--- src/rtl/dmem_arbiter.sv ---
// dmem_arbiter: shares the single-port synchronous data memory between the
// CPU core (C) and the debug/IO port (D). One access per cycle, C priority,
// with a starvation counter that forces a D grant after STARVE_LIMIT C wins.
module dmem_arbiter #(
  parameter int unsigned STARVE_LIMIT = 4
) (
  input  logic       clk,
  input  logic       rst,
  input  logic       c_req,
  input  logic       c_we,
  input  logic [7:0] c_addr,
  input  logic [7:0] c_wdata,
  output logic       c_gnt,
  output logic       c_rvalid,
  output logic [7:0] c_rdata,
  input  logic       d_req,
  input  logic       d_we,
  input  logic [7:0] d_addr,
  input  logic [7:0] d_wdata,
  output logic       d_gnt,
  output logic       d_rvalid,
  output logic [7:0] d_rdata,
  output logic       mem_we,
  output logic [7:0] mem_addr,
  output logic [7:0] mem_din,
  input  logic [7:0] mem_dout
);

  localparam int unsigned SW = 4;
  localparam logic [SW-1:0] LIMIT = SW'(STARVE_LIMIT);

  logic [SW-1:0] streak_q, streak_d;
  logic          c_rpend_q, c_rpend_d;
  logic          d_rpend_q, d_rpend_d;

  // Grant decision: C wins contention until the streak reaches the limit.
  always_comb begin
    c_gnt = 1'b0;
    d_gnt = 1'b0;
    if (!rst) begin
      if (c_req && d_req) begin
        if (streak_q >= LIMIT) d_gnt = 1'b1;
        else                   c_gnt = 1'b1;
      end else if (c_req) begin
        c_gnt = 1'b1;
      end else if (d_req) begin
        d_gnt = 1'b1;
      end
    end
  end

  // Memory port mux; when idle the D address stays on the bus for switch readout.
  always_comb begin
    mem_we   = 1'b0;
    mem_addr = d_addr;
    mem_din  = 8'h00;
    if (c_gnt) begin
      mem_we   = c_we;
      mem_addr = c_addr;
      mem_din  = c_wdata;
    end else if (d_gnt) begin
      mem_we   = d_we;
      mem_addr = d_addr;
      mem_din  = d_wdata;
    end
  end

  // Next-state for the starvation streak and read-pending flags.
  always_comb begin
    streak_d  = streak_q;
    c_rpend_d = c_gnt & ~c_we;
    d_rpend_d = d_gnt & ~d_we;
    if (d_gnt || !d_req) begin
      streak_d = '0;
    end else if (c_gnt && (streak_q < LIMIT)) begin
      streak_d = streak_q + SW'(1);
    end
  end

  // State registers with synchronous reset.
  always_ff @(posedge clk) begin
    if (rst) begin
      streak_q  <= '0;
      c_rpend_q <= 1'b0;
      d_rpend_q <= 1'b0;
    end else begin
      streak_q  <= streak_d;
      c_rpend_q <= c_rpend_d;
      d_rpend_q <= d_rpend_d;
    end
  end

  // Read return; a reset in the return cycle suppresses the pending data.
  always_comb begin
    c_rvalid = c_rpend_q & ~rst;
    d_rvalid = d_rpend_q & ~rst;
    c_rdata  = c_rvalid ? mem_dout : 8'h00;
    d_rdata  = d_rvalid ? mem_dout : 8'h00;
  end

endmodule

--- config.mk ---
export PLATFORM = sky130hd
export DESIGN_NAME = dmem_arbiter
export DESIGN_NICKNAME = d
export VERILOG_FILES = /design/src/rtl/dmem_arbiter.sv
export SDC_FILE = /design/constraint.sdc
export NUM_CORES = 1
export LEC_CHECK = 0
export CAP_MARGIN = 0
export CORE_ASPECT_RATIO = 0.75
export CORE_MARGIN = 2
export CORE_UTILIZATION = 22
export CTS_CLUSTER_SIZE = 24
export DETAILED_ROUTE_END_ITERATION = 16
export GPL_ROUTABILITY_DRIVEN = 0
export PLACE_DENSITY_LB_ADDON = 0.1
export SLEW_MARGIN = 20
export SYNTH_ARGS = -nofsm -noshare
export SYNTH_HDL_FRONTEND = slang
export SYNTH_SLANG_ARGS = --single-unit
--- constraint.sdc ---
create_clock -name clk -period 1.3 [get_ports clk]
set_input_delay 0.26 -clock clk [delete_from_list [all_inputs] [get_ports clk]]
set_output_delay 0.26 -clock clk [all_outputs]
set_load 0.1 [all_outputs]
Word level (Yosys, flattened, before mapping)
Index checks and enable logic that the tools add are counted.
- register bits after elaboration: 6
- bits of input ports: 46
- output and inout port bits: 37
- logic and storage cells: 34
- $add $sub $neg: 1
- order comparisons: 2
- muxes and demuxes: 16
- bitwise gates (word level): 7
- reductions and logical operators: 5
- operators by type and width (cell ; count):
    $mux 8 ; 5
    $mux 1 ; 11
    $add 4x1->4 const B ; 1
    $and 1x1->1 ; 4
    $ge 4x3->1 const B ; 1
    $lt 4x3->1 const B ; 1
    $not 1->1 ; 3
    $logic_and 1x1->1 ; 2
    $reduce_or 2->1 ; 1
    $logic_not 1->1 ; 1
    $logic_or 1x1->1 ; 1

Longest topological paths before layout
Gate-level depths: netlist of run 1.
- depth in word-level cells: 6
- depth in mapped cells: 4
- depth with buffers taken out: 4

Least setup slack after synthesis of run 1
OpenSTA, ideal clock, no wires.
- path type: register to output
- from: register c_rpend_q
- to: output c_rdata[0]
- arrival: 2.227 ns
- data required time: 1.040 ns
- slack: -1.187 ns
- cell stages (with the launch flop): 4
- path buffers: 1
- path through: dfxtp_1 > nor2b_1 > clkbuf_1 > and2_1
- cells in the longest elaborated chain, start to end: 2
- ends and longest elaborated chain (what ; RTL line ; source):
    from (decl) ; 33 ; logic c_rpend_q, c_rpend_d;
    from (signal assigned) ; 88 ; c_rpend_q <= c_rpend_d;
    $and 1x1->1 ; 95 ; c_rvalid = c_rpend_q & ~rst;
    named net c_rvalid ; 14 ; output logic c_rvalid,
    $mux 8 ; 97 ; c_rdata = c_rvalid ? mem_dout : 8'h00;
    to (decl) ; 15 ; output logic [7:0] c_rdata,
The timed path passes the listed nets, and every way through them passes these cells.

Worst setup path in the final report of run 1
- from: register streak_q[2]
- to: output mem_addr[5]
- cells in the longest elaborated chain, start to end: 5
- ends and longest elaborated chain (what ; RTL line ; source):
    from (decl) ; 32 ; logic [SW-1:0] streak_q, streak_d;
    from (signal assigned) ; 87 ; streak_q <= streak_d;
    $ge 4x3->1 ; 42 ; if (streak_q >= LIMIT) d_gnt = 1'b1;
    $mux 1 ; 42 ;
    $mux 1 ; 41 ; if (c_req && d_req) begin
    $mux 1 ; 40 ; if (!rst) begin
    $mux 8 ; 57 ; if (c_gnt) begin
    to (decl) ; 24 ; output logic [7:0] mem_addr,
No other way between the ends.

==> results of run 1 <==
## routing by layer
layer  GRT usage, %  wire [um]  vias to the layer above
met5              0          0                        -
met4           9.33        142                        0
met3           6.82        330                       12
met2           53.7       2370                       65
met1           28.6       1470                      437
li1               -          -                      403
## path summary, 6_finish.rpt
kind / from / endpoint / slack (ns) / cells past startpoint
max reg2reg: streak_q[2] / c_rpend_q / 0.16 / 4
min: streak_q[0] / streak_q[0] / 0.46 / 1
max: streak_q[2] / mem_addr[5] / -0.47 / 4
min reg2reg: streak_q[0] / streak_q[0] / 0.46 / 1
## repair_timing
| item | in CTS | in global routing |
|---|---|---|
| pin swaps | 13 | 6 |
| setup endpoints to repair | 37 | 37 |
| endpoints found under the hold margin | 0 | 0 |
| resized for setup | 26 | 12 |
| gates cloned | 4 | 0 |
| setup buffers | 2 | 1 |
## registers in the layout, indices dropped and copies added (netlist names)
register and cells:
streak_q 4, c_rpend_q 1, d_rpend_q 1
## cells in the final DEF (no fill, tap or decap), types with 2 or more instances in the layout
master | netlist | final
nand2_4 | 1 | 2
clkdlybuf4s50_1 | 0 | 42
inv_1 | 2 | 2
nor2_1 | 5 | 4
a22o_4 | 0 | 9
and2_4 | 0 | 16
clkbuf_4 | 0 | 3
dfxtp_2 | 0 | 3
buf_12 | 0 | 36
nor2b_4 | 0 | 3
dfxtp_1 | 6 | 2
buf_4 | 1 | 5
mux2_4 | 0 | 8
buf_6 | 0 | 8
## where the power goes
part	total (mW)	switching, mW	internal [mW]
Combinational	0.959	0.535	0.423
Clock	0.188	0.0822	0.105
Sequential	0.193	0.00481	0.189
Total	1.34	0.622	0.718
## kinds of logic after synthesis
logic type	Yosys count
buf+inv	6
fa+ha+maj	1
mux	8
compound gates	11
other cells	1
flops	6
simple gates	28
## area by class of cell
cell class,instances,share of cell area [%]
timing repair buffer,96,63.0
multi-input combinational,50,27.4
sequential,6,5.99
tap,25,1.47
inverter,3,1.12
clock buffer,3,1.06
## worst max-delay path, delay by kind of cell (launching register included)
| kind | cells | cell delay [ns] |
|---|---|---|
| AO/OA/AOI/OAI | 1 | 0.23 |
| buffers and inverters | 1 | 0.17 |
| multiplexers | 1 | 0.35 |
| AND/OR/NAND/NOR | 1 | 0.16 |
| flip-flops | 1 | 0.35 |
## per-stage QoR
step / util [%] / cells / cell area, um2 / worst slack (ns) / power (mW)
final: 94.6 / 183 / 2130 / -0.469 / 1.34
after global routing: 94.6 / 183 / 2130 / -0.499 / 1.38
after CTS: 94.3 / 183 / 2120 / -0.451 / 1.32
after detailed placement: 87.4 / 174 / 1970 / -0.634 / 1.10
after global placement: 87.4 / 174 / 1970 / -0.595 / 1.09
after floorplan: - / 61 / 713 / -0.114 / 0.699
==> results.tsv, run 1 <==
metric	value	unit
synth_top_cell_by_area	dfxtp_1	
setup_viol	37	
critical_path_required	1.04	ns
cts_buffers	3	
area_growth	313	%
grt_pass1_vias	959	
synth_enable_flop_cells	0	
hold_slack	0.457	ns
finalCritPeriodShare	136	%
core_area	2250	um2
yosys_warnings	0	
grt_max_degree	11	
final_max_slew_viol_count	0	
ir_worst_vdd	0.605	mV
violations	setup timing	
port_buffers	82	
cap_violations	0	
wl	4320	um
critical_path.startpoint_type	register	
min_period	1.77	ns
clockBufferDepth	2	
synth_seq_cells	6	
synth-simple-area-share	33.0	%
fill_cells	46	
antenna_left	0	
finalSetupTns	-10.40	ns
netlist_top_cells_count	and2_1 (16), a22o_1 (9), mux2_2 (8)	
clock-sinks	6	
drc_errors	0	
synth.most_common_cell	and2_1	
rsz0062_at_grt	yes	
end_kind	output port	
nNetsFinal	207	
antenna_found_initial	0	
io_pins	83	
via_per_inst	5.01	
clkTransAtPathRegs	0.05	ns
p_per_area	629	nW/um2
row_count	15	
die_w	59.9	um
drt-initial-drc-count	18	
cp_max_fo	5	
skew	0.00253	ns
vias	917	
power_leakage	0.949	nW
synth_compound_area_share	18.0	%
multi_input_area	583	um2
ys_async_sr_fraction	0	%
die_y	45.9	um
worstPathArrival	1.51	ns
synth.yosys.seq_area_share	23.3	%
max_clock_freq	565	MHz
worstSkewPairLatency	0.25	ns
dr.pass1.iters	4	
path_class	register to output port	
root_buffer	clkbuf_4	
grt_pass1_wl	5330	um
postSynthAreaPerCell	8.45	um2
slowest_delay	0.35	ns
drive_gt1_share	65.2	%
globalRoute.totalOverflow	0	
synthMuxAreaShare	17.5	%
dieArea	2750	um2
seq_area	128	um2
critPathSlowestCell	dfxtp_2	
dp_hpwl	2370	um
num_antenna_cells	0	
synth_fa_ha_area_share	2.43	%
timing.final.ws_setup	-0.469	ns
hold_buffers	0	
synthCells	61	
initial_core_util	22.9	%
outcome	complete, but fails checks	
synthFlopType	dfxtp_1	
syn_area	515	um2
synth_nets	108	
path_cells	o21ai_4 -> nand2_4 -> mux2_4 -> buf_12	
grt_use_total	27.5	%
cts_tree	built	
wl_per_cell	23.6	um
synth_xor_area_share	0	%
synth_top_family_by_area	simple AND/OR/NAND/NOR gates	
htreeDepth	1	
synth_top_area_share	23.3	%
synth.area.top_cells	dfxtp_1 (23%), and2_1 (19%), mux2_2 (17%)	
yosysUniqueCellTypes	19	
hp-class	register to register	
hold_violations	0	
No activity file was read; power rests on OpenSTA's default activity.
==> inputs of run 2 (changes only) <==
GPL_TIMING_DRIVEN = 0   (was not set)
==> results.tsv, run 2 (same netlist as run 1, synthesis figures left out) <==
metric	value	unit
outcome	complete, but fails checks	
violations	setup timing	
critical_path.startpoint_type	register	
rsz0062_at_grt	yes	
row_count	15	
p_per_area	622	nW/um2
die_w	59.9	um
grt_pass1_vias	1034	
dp_hpwl	2020	um
cts_tree	built	
wl	3980	um
hold_slack	0.488	ns
cts_buffers	3	
root_buffer	clkbuf_4	
area_growth	301	%
cap_violations	0	
critPathSlowestCell	mux2_4	
wl_per_cell	21.6	um
clockBufferDepth	2	
dieArea	2750	um2
grt_pass1_wl	5200	um
max_clock_freq	550	MHz
grt_max_degree	11	
hold_violations	0	
io_pins	83	
nNetsFinal	208	
worstSkewPairLatency	0.25	ns
stdcell_count	184	
antenna_found_initial	0	
fill_cells	83	
clkTransAtPathRegs	0.04	ns
skew	0.00122	ns
setup_viol	37	
ir_worst_vdd	0.503	mV
layout_commonest_cell	clkdlybuf4s50_1	
critical_path_required	1.04	ns
htreeDepth	1	
placedCellCount	168	
globalRoute.totalOverflow	0	
timing.final.ws_setup	-0.518	ns
multi_input_area	578	um2
via_per_inst	5.08	
final_max_slew_viol_count	0	
drive_gt1_share	64.8	%
cp_max_fo	6	
initial_core_util	22.9	%
end_kind	output port	
hp-class	register to register	
vias	935	
pre_cts_slack	-1.54	ns
largest_reg_flops	4	
seq_area	125	um2
largest_registers	streak_q: 4 flops, c_rpend_q: 1 flops, d_rpend_q: 1 flops	
min_period	1.82	ns
worstPathArrival	1.56	ns
port_buffers	82	
num_antenna_cells	0	
dr.pass1.iters	4	
layout_common_cells	clkdlybuf4s50_1 (42), buf_12 (30), and2_4 (16)	
core_area	2250	um2
drt-initial-drc-count	10	
clock-sinks	6	
grt_use_total	26.7	%
slowest_delay	0.37	ns
antenna_left	0	
path_cells	o21ai_4 -> nand2_4 -> mux2_4 -> buf_12	
finalCritPeriodShare	140	%
path_class	register to output port	
top_register	streak_q	
power_leakage	0.934	nW
drc_errors	0	
die_y	45.9	um
-- run 2: layout make-up --
class | instances | area share (%)
repair buffers | 94 | 60.2
multi-input cells | 50 | 27.9
flip-flops and latches | 6 | 6.05
plain buffers | 2 | 1.69
well taps | 25 | 1.51
inverters | 3 | 1.15
clock buffers | 3 | 1.09
repair inverters | 1 | 0.423
-- run 2: worst max-delay path: cells and delay by family (launching register included) --
family                 cells  cell delay (ns)
DFF                        1             0.34
muxes                      1             0.37
buffers and inverters      1             0.17
and+or+nand+nor            1             0.19
AOI/OAI and AO/OA          1             0.22
-- run 2: what timing repair did --
item                       in CTS  in global routing
pin swaps                      12                  0
hold buffers                    0                  0
cloned                          3                  0
hold endpoints to repair        0                  0
setup endpoints to repair      37                 37
gates resized for setup       340                 10
buffers inserted                7                  6
-- run 2: routing by layer --
layer	up-vias	GRT usage [%]	routed length [um]
met3	24	4.55	247
met5	-	0	0
li1	406	-	-
met2	71	54.8	2180
met4	0	14.2	237
met1	434	25.1	1320
-- run 2: metrics by stage --
step / power [mW] / util (%) / area [um2] / setup TNS (ns)
after floorplan: 0.699 / - / 713 / -1.67
after global placement: 0.937 / 69.5 / 1570 / -50.95
after detailed placement: 0.945 / 69.5 / 1570 / -51.37
after CTS: 1.25 / 90.7 / 2040 / -10.03
after global routing: 1.32 / 91.9 / 2070 / -12.73
final: 1.29 / 91.9 / 2070 / -11.55
-- run 2: report_power, final --
group	internal, mW	switching, mW
Sequential	0.190	0.00432
Combinational	0.388	0.527
Clock	0.105	0.0719
Total	0.684	0.603
-- run 2: final timing paths --
| kind | from | endpoint | slack [ns] | depth (start not counted) |
|---|---|---|---|---|
| min reg2reg | streak_q[0] | streak_q[0] | 0.49 | 1 |
| max | streak_q[2] | mem_addr[7] | -0.52 | 4 |
| min | streak_q[0] | streak_q[0] | 0.49 | 1 |
| max reg2reg | streak_q[2] | d_rpend_q | 0.21 | 4 |
==> inputs of run 3 (changes only) <==
CORE_ASPECT_RATIO = not set   (was 0.75)
CORE_UTILIZATION = 30   (was 22)
CTS_CLUSTER_DIAMETER = 40   (was not set)
DONT_BUFFER_PORTS = 1   (was not set)
HOLD_SLACK_MARGIN = 0.08   (was not set)
==> results.tsv, run 3 (same netlist as run 1, synthesis figures left out) <==
metric	value	unit
critPathSlowestCell	dfxtp_4	
dr.pass1.iters	2	
cts_buffers	3	
grt_max_degree	7	
grt_use_met1	16.7	%
clockBufferDepth	2	
grt_use_total	16.7	%
drc_errors	0	
dp_hpwl	1120	um
timing.final.ws_setup	-0.423	ns
switchingPower	493	uW
path_delay_family	compound AO/OA/AOI/OAI gates	
ir_worst_vdd	0.563	mV
grt_pass1_wl	2440	um
clkTransAtPathRegs	0.04	ns
hold_slack	0.216	ns
grt_pass1_vias	502	
core_area	1560	um2
cap_violations	0	
slowest_delay	0.35	ns
num_antenna_cells	0	
area_growth	84.0	%
min_period	1.72	ns
r2r-start	streak_q[2]	
outcome	complete, but fails checks	
rsz0062_at_grt	yes	
pre_cts_slack	-0.174	ns
reg2reg_setup_slack	0.23	ns
final_max_slew_viol_count	0	
via_per_inst	5.79	
r2r-end	d_rpend_q	
hold_depth	1	
root_buffer	clkbuf_4	
grt_util_met3	3.17	%
antenna_left	0	
critical_path.startpoint_type	register	
setup_viol	35	
violations	setup timing	
hp-class	input pin to register	
cp_max_fo	6	
min-delay-start	d_we	
drt-initial-drc-count	2	
htreeDepth	1	
die_y	45.5	um
end_kind	output port	
row_count	14	
layout_common_cells	and2_4 (16), a22o_4 (9), mux2_4 (8)	
hold_violations	0	
p_per_area	965	nW/um2
max_clock_freq	580	MHz
nNetsFinal	122	
path_class	register to output port	
drive_gt1_share	80.8	%
power_frac_seq	20.9	%
top_register	streak_q	
use_met2	32.7	%
top_usage_layer	met2	
layout_commonest_cell	and2_4	
vias	515	
multi_input_area	571	um2
cts_tree	built	
critical_path_required	1.04	ns
fin_total_pwr	915	uW
worstSkewPairLatency	0.24	ns
power.share.clock	17.6	%
port_buffers	0	
finalCritPeriodShare	133	%
fin_util	60.8	%
antenna_found_initial	0	
ff2ff_path_depth	5	
switching_share	53.9	%
dieArea	2070	um2
largest_registers	streak_q: 4 flops, c_rpend_q: 1 flops, d_rpend_q: 1 flops	
pwr-share-comb	61.5	%
die_w	45.5	um
p_int	422	uW
finalSetupTns	-9.95	ns
skew	0.00278	ns
power_leakage	0.443	nW
path_cells	o21ai_4 -> nand2_4 -> inv_12 -> a22o_4	
clock-sinks	6	
wl_per_cell	19.2	um
initial_core_util	33.1	%
worstPathArrival	1.46	ns
fill_cells	121	
wl	1710	um
seq_area	130	um2
cp.buffers_inverters	1	
io_pins	83	
holdPathEnd	d_rpend_q	
largest_reg_flops	4	
globalRoute.totalOverflow	0	
## run 3: what timing repair did
action	in CTS	in global routing
gates cloned	5	0
endpoints found under the hold margin	1	0
setup buffers	3	1
setup endpoints to repair	35	35
gates resized for setup	20	3
pin swaps	13	9
hold buffers	1	0
## run 3: metal layers
layer / vias to the layer above / part of all wire, %
met5: - / 0
met2: 44 / 59
li1: 236 / -
met4: 0 / 0
met3: 0 / 10
met1: 235 / 30
## run 3: how the worst max path moves through the flow
stage                 from          to  slack (ns)  cells past startpoint
6_report       streak_q[2]  mem_din[1]       -0.42                      4
5_1_grt        streak_q[2]  mem_din[1]       -0.49                      4
3_5_place_dp   streak_q[3]  mem_din[1]       -0.17                      4
2_1_floorplan  streak_q[3]  mem_din[0]       -0.11                      4
3_3_place_gp   streak_q[2]  mem_din[0]       -0.18                      4
4_1_cts        streak_q[3]  mem_din[1]       -0.43                      4
## run 3: area by class of cell
type	count	area share [%]
Inverter	3	2.51
Tap cell	16	2.11
Clock buffer	3	2.37
Multi-Input combinational cell	50	60.2
Sequential cell	6	13.7
Timing Repair Buffer	7	10.8
Buffer	3	7.39
Timing Repair inverter	1	0.923
## run 3: metrics by stage
stage | instance area, um2 | std cells
after floorplan | 713 | 61
after global placement | 733 | 77
after detailed placement | 733 | 77
after CTS | 948 | 89
after global routing | 948 | 89
final | 948 | 89
## run 3: power groups by stage
stage | Clock [mW] | Combinational (mW) | Sequential (mW)
detailed placement | 0 | 0.515 | 0.195
finish | 0.161 | 0.563 | 0.191
global placement | 0 | 0.515 | 0.195
CTS | 0.171 | 0.563 | 0.191
floorplan | 0 | 0.504 | 0.194
global route | 0.181 | 0.575 | 0.192
## run 3: worst reg2reg max path: stages (launching register included)
cell     delay [ns]
dfxtp_4        0.35
nor2_4         0.13
a21oi_4        0.09
buf_12         0.13
buf_16         0.12
and2b_1        0.14
